<file path="src/rtl/stream_io_ctrl.sv">
// stream_io_ctrl: host command engine moving words to/from stream memories and running execution
module stream_io_ctrl #(
  parameter int N_PE = 64,
  parameter int ADDR_L = 10,
  parameter int DATA_L = 32,
  parameter int RD_TIMEOUT = 16,
  localparam int STREAM_ID_L = $clog2(N_PE)
) (
  input  logic                          clk,
  input  logic                          rst,
  input  logic [1:0]                    cmd_op,
  input  logic [1:0]                    cmd_type,
  input  logic [STREAM_ID_L-1:0]        cmd_stream,
  input  logic [ADDR_L-1:0]             cmd_addr,
  input  logic [ADDR_L:0]               cmd_len,
  input  logic                          cmd_vld,
  output logic                          cmd_rdy,
  input  logic [DATA_L-1:0]             host_wr_data,
  input  logic                          host_wr_vld,
  output logic                          host_wr_rdy,
  output logic [DATA_L-1:0]             host_rd_data,
  output logic                          host_rd_vld,
  input  logic                          host_rd_rdy,
  output logic                          busy,
  output logic                          err,
  output logic [DATA_L-1:0]             wr_data_io,
  output logic [2+STREAM_ID_L+ADDR_L-1:0] full_addr_io,
  output logic                          wr_vld_io,
  output logic                          rd_vld_io,
  input  logic [DATA_L-1:0]             rd_data_io,
  input  logic                          rd_data_vld_io,
  output logic                          reset_execution_io,
  output logic                          enable_execution_io,
  input  logic                          done_execution_io
);
  localparam int TW = $clog2(RD_TIMEOUT + 1);
  typedef enum logic [2:0] {IDLE, WR, RD_REQ, RD_WAIT, RD_OUT, EX_RST, EX_RUN} state_t;
  state_t state, nxt;
  logic [1:0] typ;
  logic [STREAM_ID_L-1:0] strm;
  logic [ADDR_L-1:0] cur_addr;
  logic [ADDR_L:0] len, cnt;
  logic [TW-1:0] tmr;
  logic acc, bad_t, bad, wr_hs, rd_hs, last, tmo;
  logic [2+STREAM_ID_L+ADDR_L-1:0] rd_fa;
  assign acc = cmd_vld && state == IDLE;
  assign bad_t = cmd_op == 2'd3 || (!cmd_op[1] && cmd_type == 2'd3);
  assign bad = bad_t || cmd_len == '0;
  assign wr_hs = state == WR && host_wr_vld;
  assign rd_hs = state == RD_OUT && host_rd_rdy;
  assign last = cnt == len - 1'b1;
  assign tmo = tmr == TW'(RD_TIMEOUT - 1);
  assign rd_fa = state == IDLE ? {cmd_type, cmd_stream, cmd_addr} : {typ, strm, cur_addr + 1'b1};
  // state register
  always_ff @(posedge clk) state <= rst ? IDLE : nxt;
  // next-state selection
  always_comb begin
    nxt = state;
    case (state)
      IDLE:    if (acc && !bad) nxt = cmd_op == 2'd0 ? WR : cmd_op == 2'd1 ? RD_REQ : EX_RST;
      WR:      if (host_wr_vld && last) nxt = IDLE;
      RD_REQ:  nxt = RD_WAIT;
      RD_WAIT: nxt = rd_data_vld_io ? RD_OUT : tmo ? IDLE : RD_WAIT;
      RD_OUT:  if (host_rd_rdy) nxt = last ? IDLE : RD_REQ;
      EX_RST:  nxt = EX_RUN;
      EX_RUN:  if (done_execution_io) nxt = IDLE;
      default: nxt = IDLE;
    endcase
  end
  // host-side handshake outputs decoded from state
  always_comb begin
    cmd_rdy = state == IDLE;
    host_wr_rdy = state == WR;
    busy = state != IDLE;
  end
  // strobes follow the next state so each is high exactly while its state is current
  always_ff @(posedge clk) begin
    if (rst) begin
      wr_vld_io <= 1'b0;
      rd_vld_io <= 1'b0;
      reset_execution_io <= 1'b0;
      enable_execution_io <= 1'b0;
      wr_data_io <= '0;
      full_addr_io <= '0;
      host_rd_data <= '0;
      host_rd_vld <= 1'b0;
      err <= 1'b0;
      typ <= '0;
      strm <= '0;
      cur_addr <= '0;
      len <= '0;
      cnt <= '0;
      tmr <= '0;
    end else begin
      wr_vld_io <= wr_hs;
      rd_vld_io <= nxt == RD_REQ;
      reset_execution_io <= nxt == EX_RST;
      enable_execution_io <= nxt == EX_RUN;
      tmr <= state == RD_WAIT ? tmr + 1'b1 : '0;
      if (acc) begin
        typ <= cmd_type;
        strm <= cmd_stream;
        cur_addr <= cmd_addr;
        len <= cmd_len;
        cnt <= '0;
      end
      if (acc && bad_t) err <= 1'b1;
      if (wr_hs) begin
        wr_data_io <= host_wr_data;
        full_addr_io <= {typ, strm, cur_addr};
        cur_addr <= cur_addr + 1'b1;
        cnt <= cnt + 1'b1;
      end
      if (nxt == RD_REQ) full_addr_io <= rd_fa;
      if (state == RD_WAIT && rd_data_vld_io) begin
        host_rd_data <= rd_data_io;
        host_rd_vld <= 1'b1;
      end
      if (state == RD_WAIT && !rd_data_vld_io && tmo) err <= 1'b1;
      if (rd_hs) begin
        host_rd_vld <= 1'b0;
        cur_addr <= cur_addr + 1'b1;
        cnt <= cnt + 1'b1;
      end
    end
  end
endmodule

</file>
<file path="config.mk">
export PLATFORM = sky130hd
export DESIGN_NAME = stream_io_ctrl
export DESIGN_NICKNAME = d
export VERILOG_FILES = /design/src/rtl/stream_io_ctrl.sv
export SDC_FILE = /design/constraint.sdc
export NUM_CORES = 1
export LEC_CHECK = 0
export BUFFER_PORTS_ARGS = -buffer_cell sky130_fd_sc_hd__buf_2
export CAP_MARGIN = 20
export CORE_MARGIN = 2
export CORE_UTILIZATION = 53
export CTS_BUF_LIST = sky130_fd_sc_hd__clkbuf_2
export CTS_CLUSTER_SIZE = 10
export DETAILED_ROUTE_END_ITERATION = 7
export PLACE_DENSITY = 0.84
export REMOVE_ABC_BUFFERS = 1
export SYNTH_ARGS = -nofsm -noshare
export SYNTH_HDL_FRONTEND = slang
export SYNTH_SLANG_ARGS = --single-unit
</file>
<file path="constraint.sdc">
create_clock -name clk -period 3.25 [get_ports clk]
set_input_delay 0 -clock clk [delete_from_list [all_inputs] [get_ports clk]]
set_output_delay 0 -clock clk [all_outputs]
set_load 0.01 [all_outputs]
</file>
==> results of run 1 <==
per-stage QoR:
stage	setup TNS, ns	util, %	worst slack, ns	hold slack (ns)	cells
after global placement	0	64.05	0.5424	0.2399	1037
after floorplan	-0.6513	-	-0.06550	0.06907	696
after detailed placement	0	64.05	0.4505	0.2457	1037
cells in the mapped netlist (all sizes together), types with 3 or more instances:
library cell / instances / area [um2]
mux2i: 10 / 100.1
xor2: 12 / 105.1
nand4: 6 / 52.55
a22oi: 3 / 22.52
clkbuf: 35 / 131.4
nor2: 43 / 161.4
dfxtp: 136 / 2723
nand2: 206 / 775.8
or4: 3 / 26.27
nand2b: 5 / 31.28
o21ai: 16 / 80.08
a311oi: 11 / 96.34
a211oi: 3 / 22.52
or3: 3 / 18.77
mux2: 3 / 33.78
nand3b: 4 / 30.03
a221oi: 6 / 52.55
and2: 10 / 62.56
xnor2: 10 / 87.58
nor3b: 6 / 61.31
a21oi: 112 / 575.6
o31ai: 3 / 50.05
ha: 5 / 62.56
and3: 7 / 43.79
a221o: 10 / 100.1
inv: 9 / 33.78
buf: 11 / 66.31
nor3: 11 / 55.05
nand3: 14 / 70.07
nor2b: 3 / 18.77
a31oi: 5 / 31.28
cells by family after synthesis:
| kind of cell | after synthesis | share of synthesized area [%] |
|---|---|---|
| fa+ha+maj | 5 | 1.044 |
| compound gates | 178 | 18.59 |
| mux | 13 | 2.235 |
| buf+inv | 55 | 3.864 |
| flops | 136 | 45.45 |
| xor+xnor | 22 | 3.216 |
| simple gates | 333 | 25.61 |
==> tab_implementation.tex, run 1 <==
\begin{tabular}{lr}
\hline
Metric & Value \\
\hline
\multicolumn{2}{l}{\textbf{Yosys}} \\
Count of yosys warnings during synthesis & 0 \\
Flop and latch count out of synthesis & roughly 140 \\
Main synth FF type & dfxtp\_1 \\
Average footprint of a synthesized cell & around 8.1 um2 \\
Syn Std Cell Area & approximately 6000 um2 \\
Cell count after synthesis & around 740 \\
Fraction of the yosys area taken by sequential cells & about 45\% \\
Distinct cell type count of the synthesized netlist & 56 \\
Post-synth ARST share & 0\% \\
Number of enable-type register cells in the synthesized netlist & 0 \\
\multicolumn{2}{l}{\textbf{Floorplanning}} \\
Top-level I/O count & $\sim$190 \\
Width of the die & 110.3 um \\
Height of the die & $\sim$110 um \\
Std-Cell Rows & 38 \\
Initial Util & between 50\% and 60\% \\
\multicolumn{2}{l}{\textbf{Status}} \\
Run status & did not finish \\
Stopping stage & clock tree synthesis (4\_1\_cts) \\
First Err & [ERROR RSZ-0060] Max buffer count reached. \\
\multicolumn{2}{l}{\textbf{Clock tree}} \\
H-tree depth reported by CTS & 4 \\
Cts repair resizes & 0 \\
Buffers inserted by post-CTS timing repair & 0 \\
Total clock buffers created by CTS & 17 \\
CTS sink count & between 100 and 150 \\
Clock root buffer & clkbuf\_2 \\
Quantity of hold-fixing buffers added after cts & about 220 \\
Clk buf depth & 2 \\
\multicolumn{2}{l}{\textbf{Place}} \\
Count of input and output buffers & $\sim$190 \\
Routability Congestion & $\sim$0.90 \\
HPWL after detailed placement & 10.60 mm \\
Standard cell area after detailed placement & between 7000 and 8000 um2 \\
\hline
\end{tabular}
==> run 2, diff against run 1 <==
--- a/config.mk
+++ b/config.mk
@@ -8,11 +8,9 @@
 export BUFFER_PORTS_ARGS = -buffer_cell sky130_fd_sc_hd__buf_2
 export CAP_MARGIN = 20
 export CORE_MARGIN = 2
-export CORE_UTILIZATION = 53
-export CTS_BUF_LIST = sky130_fd_sc_hd__clkbuf_2
-export CTS_CLUSTER_SIZE = 10
+export CORE_UTILIZATION = 40
 export DETAILED_ROUTE_END_ITERATION = 7
-export PLACE_DENSITY = 0.84
+export PLACE_DENSITY_LB_ADDON = 0.15
 export REMOVE_ABC_BUFFERS = 1
 export SYNTH_ARGS = -nofsm -noshare
 export SYNTH_HDL_FRONTEND = slang
==> tab_implementation.tex, run 2 <==
\begin{tabular}{lr}
\hline
Metric & Value \\
\hline
\multicolumn{2}{l}{\textbf{STA}} \\
Final hold viol count & 0 \\
TNS Setup & 0 ns \\
Clock tree skew after final layout & 0.006635 ns \\
Final critical-path required period & between 2 and 3 ns \\
Final setup violation count & 0 \\
Setup repair after global routing missed its margin & false \\
Final Cycle Share & between 80\% and 90\% \\
Achievable Freq & between 300 and 400 MHz \\
Max-slew violation count & 0 \\
Actual slew at the worst max-slew pin & 0.6486 ns \\
Headroom to the max-slew limit & 56.60\% \\
Hold slack & $\sim$0.043 ns \\
\multicolumn{2}{l}{\textbf{Yosys}} \\
Area share of the largest cell type after synthesis & 45.45\% (unchanged) \\
Count of yosys warnings during synthesis & 0 (unchanged) \\
Distinct cell type count of the synthesized netlist & 56 (unchanged) \\
Main synth FF type & dfxtp\_1 (unchanged) \\
Fraction of the yosys area taken by sequential cells & 45.45\% (unchanged) \\
Synth top cells by count & nand2\_1, dfxtp\_1, a21oi\_1, nor2\_1, clkbuf\_1 (unchanged) \\
Top cell type by total area after synthesis & dfxtp\_1 (unchanged) \\
Average footprint of a synthesized cell & 8.074 um2 (unchanged) \\
Syn Std Cell Area & 5991 um2 (unchanged) \\
Cell count after synthesis & 742 (unchanged) \\
Post-synth ARST share & 0\% (unchanged) \\
Most instantiated library cell after synthesis & nand2\_1 (unchanged) \\
Flop and latch count out of synthesis & 136 (unchanged) \\
Number of enable-type register cells in the synthesized netlist & 0 (unchanged) \\
Area contributors post-synth & dfxtp\_1, nand2\_1, a21oi\_1, nor2\_1, clkbuf\_1 (unchanged) \\
\multicolumn{2}{l}{\textbf{Clock tree}} \\
Clk buf depth & 2 (unchanged) \\
Worst skew pair latency & 0.41 ns \\
TritonCTS clock tree & built \\
CTS sink count & 136 (unchanged) \\
Total clock buffers created by CTS & 17 (unchanged) \\
Clock root buffer & clkbuf\_16 (was clkbuf\_2) \\
Buffers inserted by post-CTS timing repair & 0 (unchanged) \\
H-tree depth reported by CTS & 4 (unchanged) \\
Clock slew at the register clock pins of the worst setup and hold paths & $\sim$0.060 ns \\
\multicolumn{2}{l}{\textbf{Floorplanning}} \\
Initial Util & 41.06\% (was 54.78\%) \\
Top-level I/O count & 193 (unchanged) \\
Std-Cell Rows & 44 (was 38) \\
Die Footprint & around 16000 um2 \\
Floorplan core area & roughly 15000 um2 \\
Height of the die & 126.4 um (was 110.3 um) \\
Width of the die & 126.4 um (was 110.3 um) \\
\multicolumn{2}{l}{\textbf{Finish}} \\
Registers with the highest flip-flop counts & host\_rd\_data: 32 flops, wr\_data\_io: 32 flops, full\_addr\_io: 18 flops \\
Share of cells above drive strength 1 & approximately a quarter \\
Synth-to-Final Area Change & 49.44\% \\
Area used by multi-input combinational logic & between 3000 and 4000 um2 \\
Design area & around 9000 um2 \\
FILL cells & between 1k and 1.5k \\
Most common cell after layout, fill and taps aside & nand2\_1 \\
Diode insertion count for antenna repair & 0 \\
Final net count & between 1k and 1.5k \\
Most frequent cells in the layout & nand2\_1, buf\_2, dfxtp\_1 \\
FF+latch area & 2723 um2 \\
Final core utilization & roughly three fifths \\
\multicolumn{2}{l}{\textbf{Drt}} \\
Antenna Nets Post-Route & 0 \\
Overall routed net length & 17.56 mm \\
Post-detailed-route DRC marker count & 0 \\
Total iterations of the first detailed-routing run & 5 \\
Average wire per cell in the routed design & 14.27 um \\
Avg Vias per Cell & 5.029 \\
Count of vias placed by the detailed router & between 6k and 7k \\
Starting DRC count in detailed routing & approximately 350 \\
\multicolumn{2}{l}{\textbf{Setup path}} \\
Data required time at the worst endpoint & around 3.6 ns \\
Sequence of cells on the critical path & or4\_4 > nor4\_1 > mux2\_2 > a21oi\_2 > nand4\_4 > a21oi\_4 > a221o\_1 \\
Arrival time at the worst endpoint & around 3.2 ns \\
Critical Path Source Type & register \\
Worst path top cell family by delay & simple AND/OR/NAND/NOR gates \\
Crit path kind & register to register \\
Master of the slowest instance on the critical path & or4\_4 \\
Highest fanout seen on the critical path & 17 \\
Crit. End Element & register \\
Reg2Reg Setup Slack & about 0.41 ns \\
Peak per-stage delay on the critical path & 0.59 ns \\
Critical path buffer and inverter count & 0 \\
\multicolumn{2}{l}{\textbf{Power and ir drop}} \\
Static leakage power & roughly 4 nW \\
PwrDens & between 500 and 600 nW/um2 \\
Worst vdd rail ir drop & roughly 0.33 mV \\
\multicolumn{2}{l}{\textbf{Status}} \\
Run status & finished clean (was did not finish) \\
\multicolumn{2}{l}{\textbf{Global route}} \\
GR Overflow Total & 0 \\
Global-route wire length before repair & approximately 29 mm \\
Vias in the first global route & between 5k and 6k \\
Pin count of the biggest net entering global routing & 52 \\
Number of antenna violations at the first check in global routing & 0 \\
Total Routing Usage GR & a little over a fifth \\
\multicolumn{2}{l}{\textbf{Job}} \\
Max-capacitance violation count & 0 \\
\multicolumn{2}{l}{\textbf{Place}} \\
Count of input and output buffers & 192 (unchanged) \\
Routability Congestion & 0.7794 (was 0.8976) \\
Standard cell area after detailed placement & 7074 um2 (was 7004 um2) \\
HPWL after detailed placement & 11.22 mm (was 10.60 mm) \\
\multicolumn{2}{l}{\textbf{Min path}} \\
HP Class & input port to register \\
\hline
\end{tabular}
[run 2: cell families after synthesis]
logic type / synth area share (%)
buf+inv: 3.864
simple gates: 25.61
fa+ha+maj: 1.044
xor+xnor: 3.216
compound gates: 18.59
mux: 2.235
flops: 45.45
[run 2: report_power, final]
part,leakage [nW],switching (mW),internal (mW),total (mW)
logic,2.46,0.450,0.381,0.831
registers,1.10,0.0907,1.76,1.86
clock network,0.337,0.711,1.53,2.25
total,3.91,1.25,3.68,4.93
[run 2: final timing paths]
kind	startpoint	endpoint	cells after the start
min	host_rd_rdy	host_rd_vld	3
min reg2reg	wr_data_io[10]	wr_data_io[10]	2
max	len[2]	full_addr_io[8]	7
max reg2reg	len[2]	full_addr_io[8]	7
[run 2: routing by layer]
layer / wire, um / share of wire [%] / vias up / track usage (%)
li1: - / - / 3148 / -
met4: 422 / 2.4 / 0 / 8.145
met5: 0 / 0 / - / 0
met3: 897 / 5.1 / 32 / 4.471
met1: 8094 / 46 / 2818 / 28.80
met2: 8150 / 46 / 193 / 35.26
[run 2: per-stage QoR]
| step | power (mW) | std cells | worst slack [ns] |
|---|---|---|---|
| 5_1_grt | 5.167 | 1231 | 0.1878 |
| 6_report | 4.932 | 1231 | 0.4083 |
| 3_5_place_dp | 2.616 | 1083 | 0.4474 |
| 4_1_cts | 4.969 | 1230 | 0.4290 |
| 3_3_place_gp | 2.606 | 1083 | 0.4668 |
| 2_1_floorplan | 2.312 | 696 | -0.06550 |
[run 2: final cells by class]
class                   instances  area share [%]
repair buffers                320           24.96
flip-flops and latches        136           30.41
well taps                     184           2.572
clock buffers                  19           4.948
inverters                       9          0.3774
clock inverters                12           2.753
multi-input cells             551           33.98
[run 2: repair_timing]
| item | CTS | global route |
|---|---|---|
| resized for setup | 0 | 0 |
| endpoints found under the hold margin | 113 | 0 |
| hold buffers | 116 | 0 |
[run 2: tightest hold or removal path, stage by stage]
cell    delay, ns
buf_2        0.10
and3_1       0.23
nor3_1       0.07
Power figures use the tool's default switching activity.
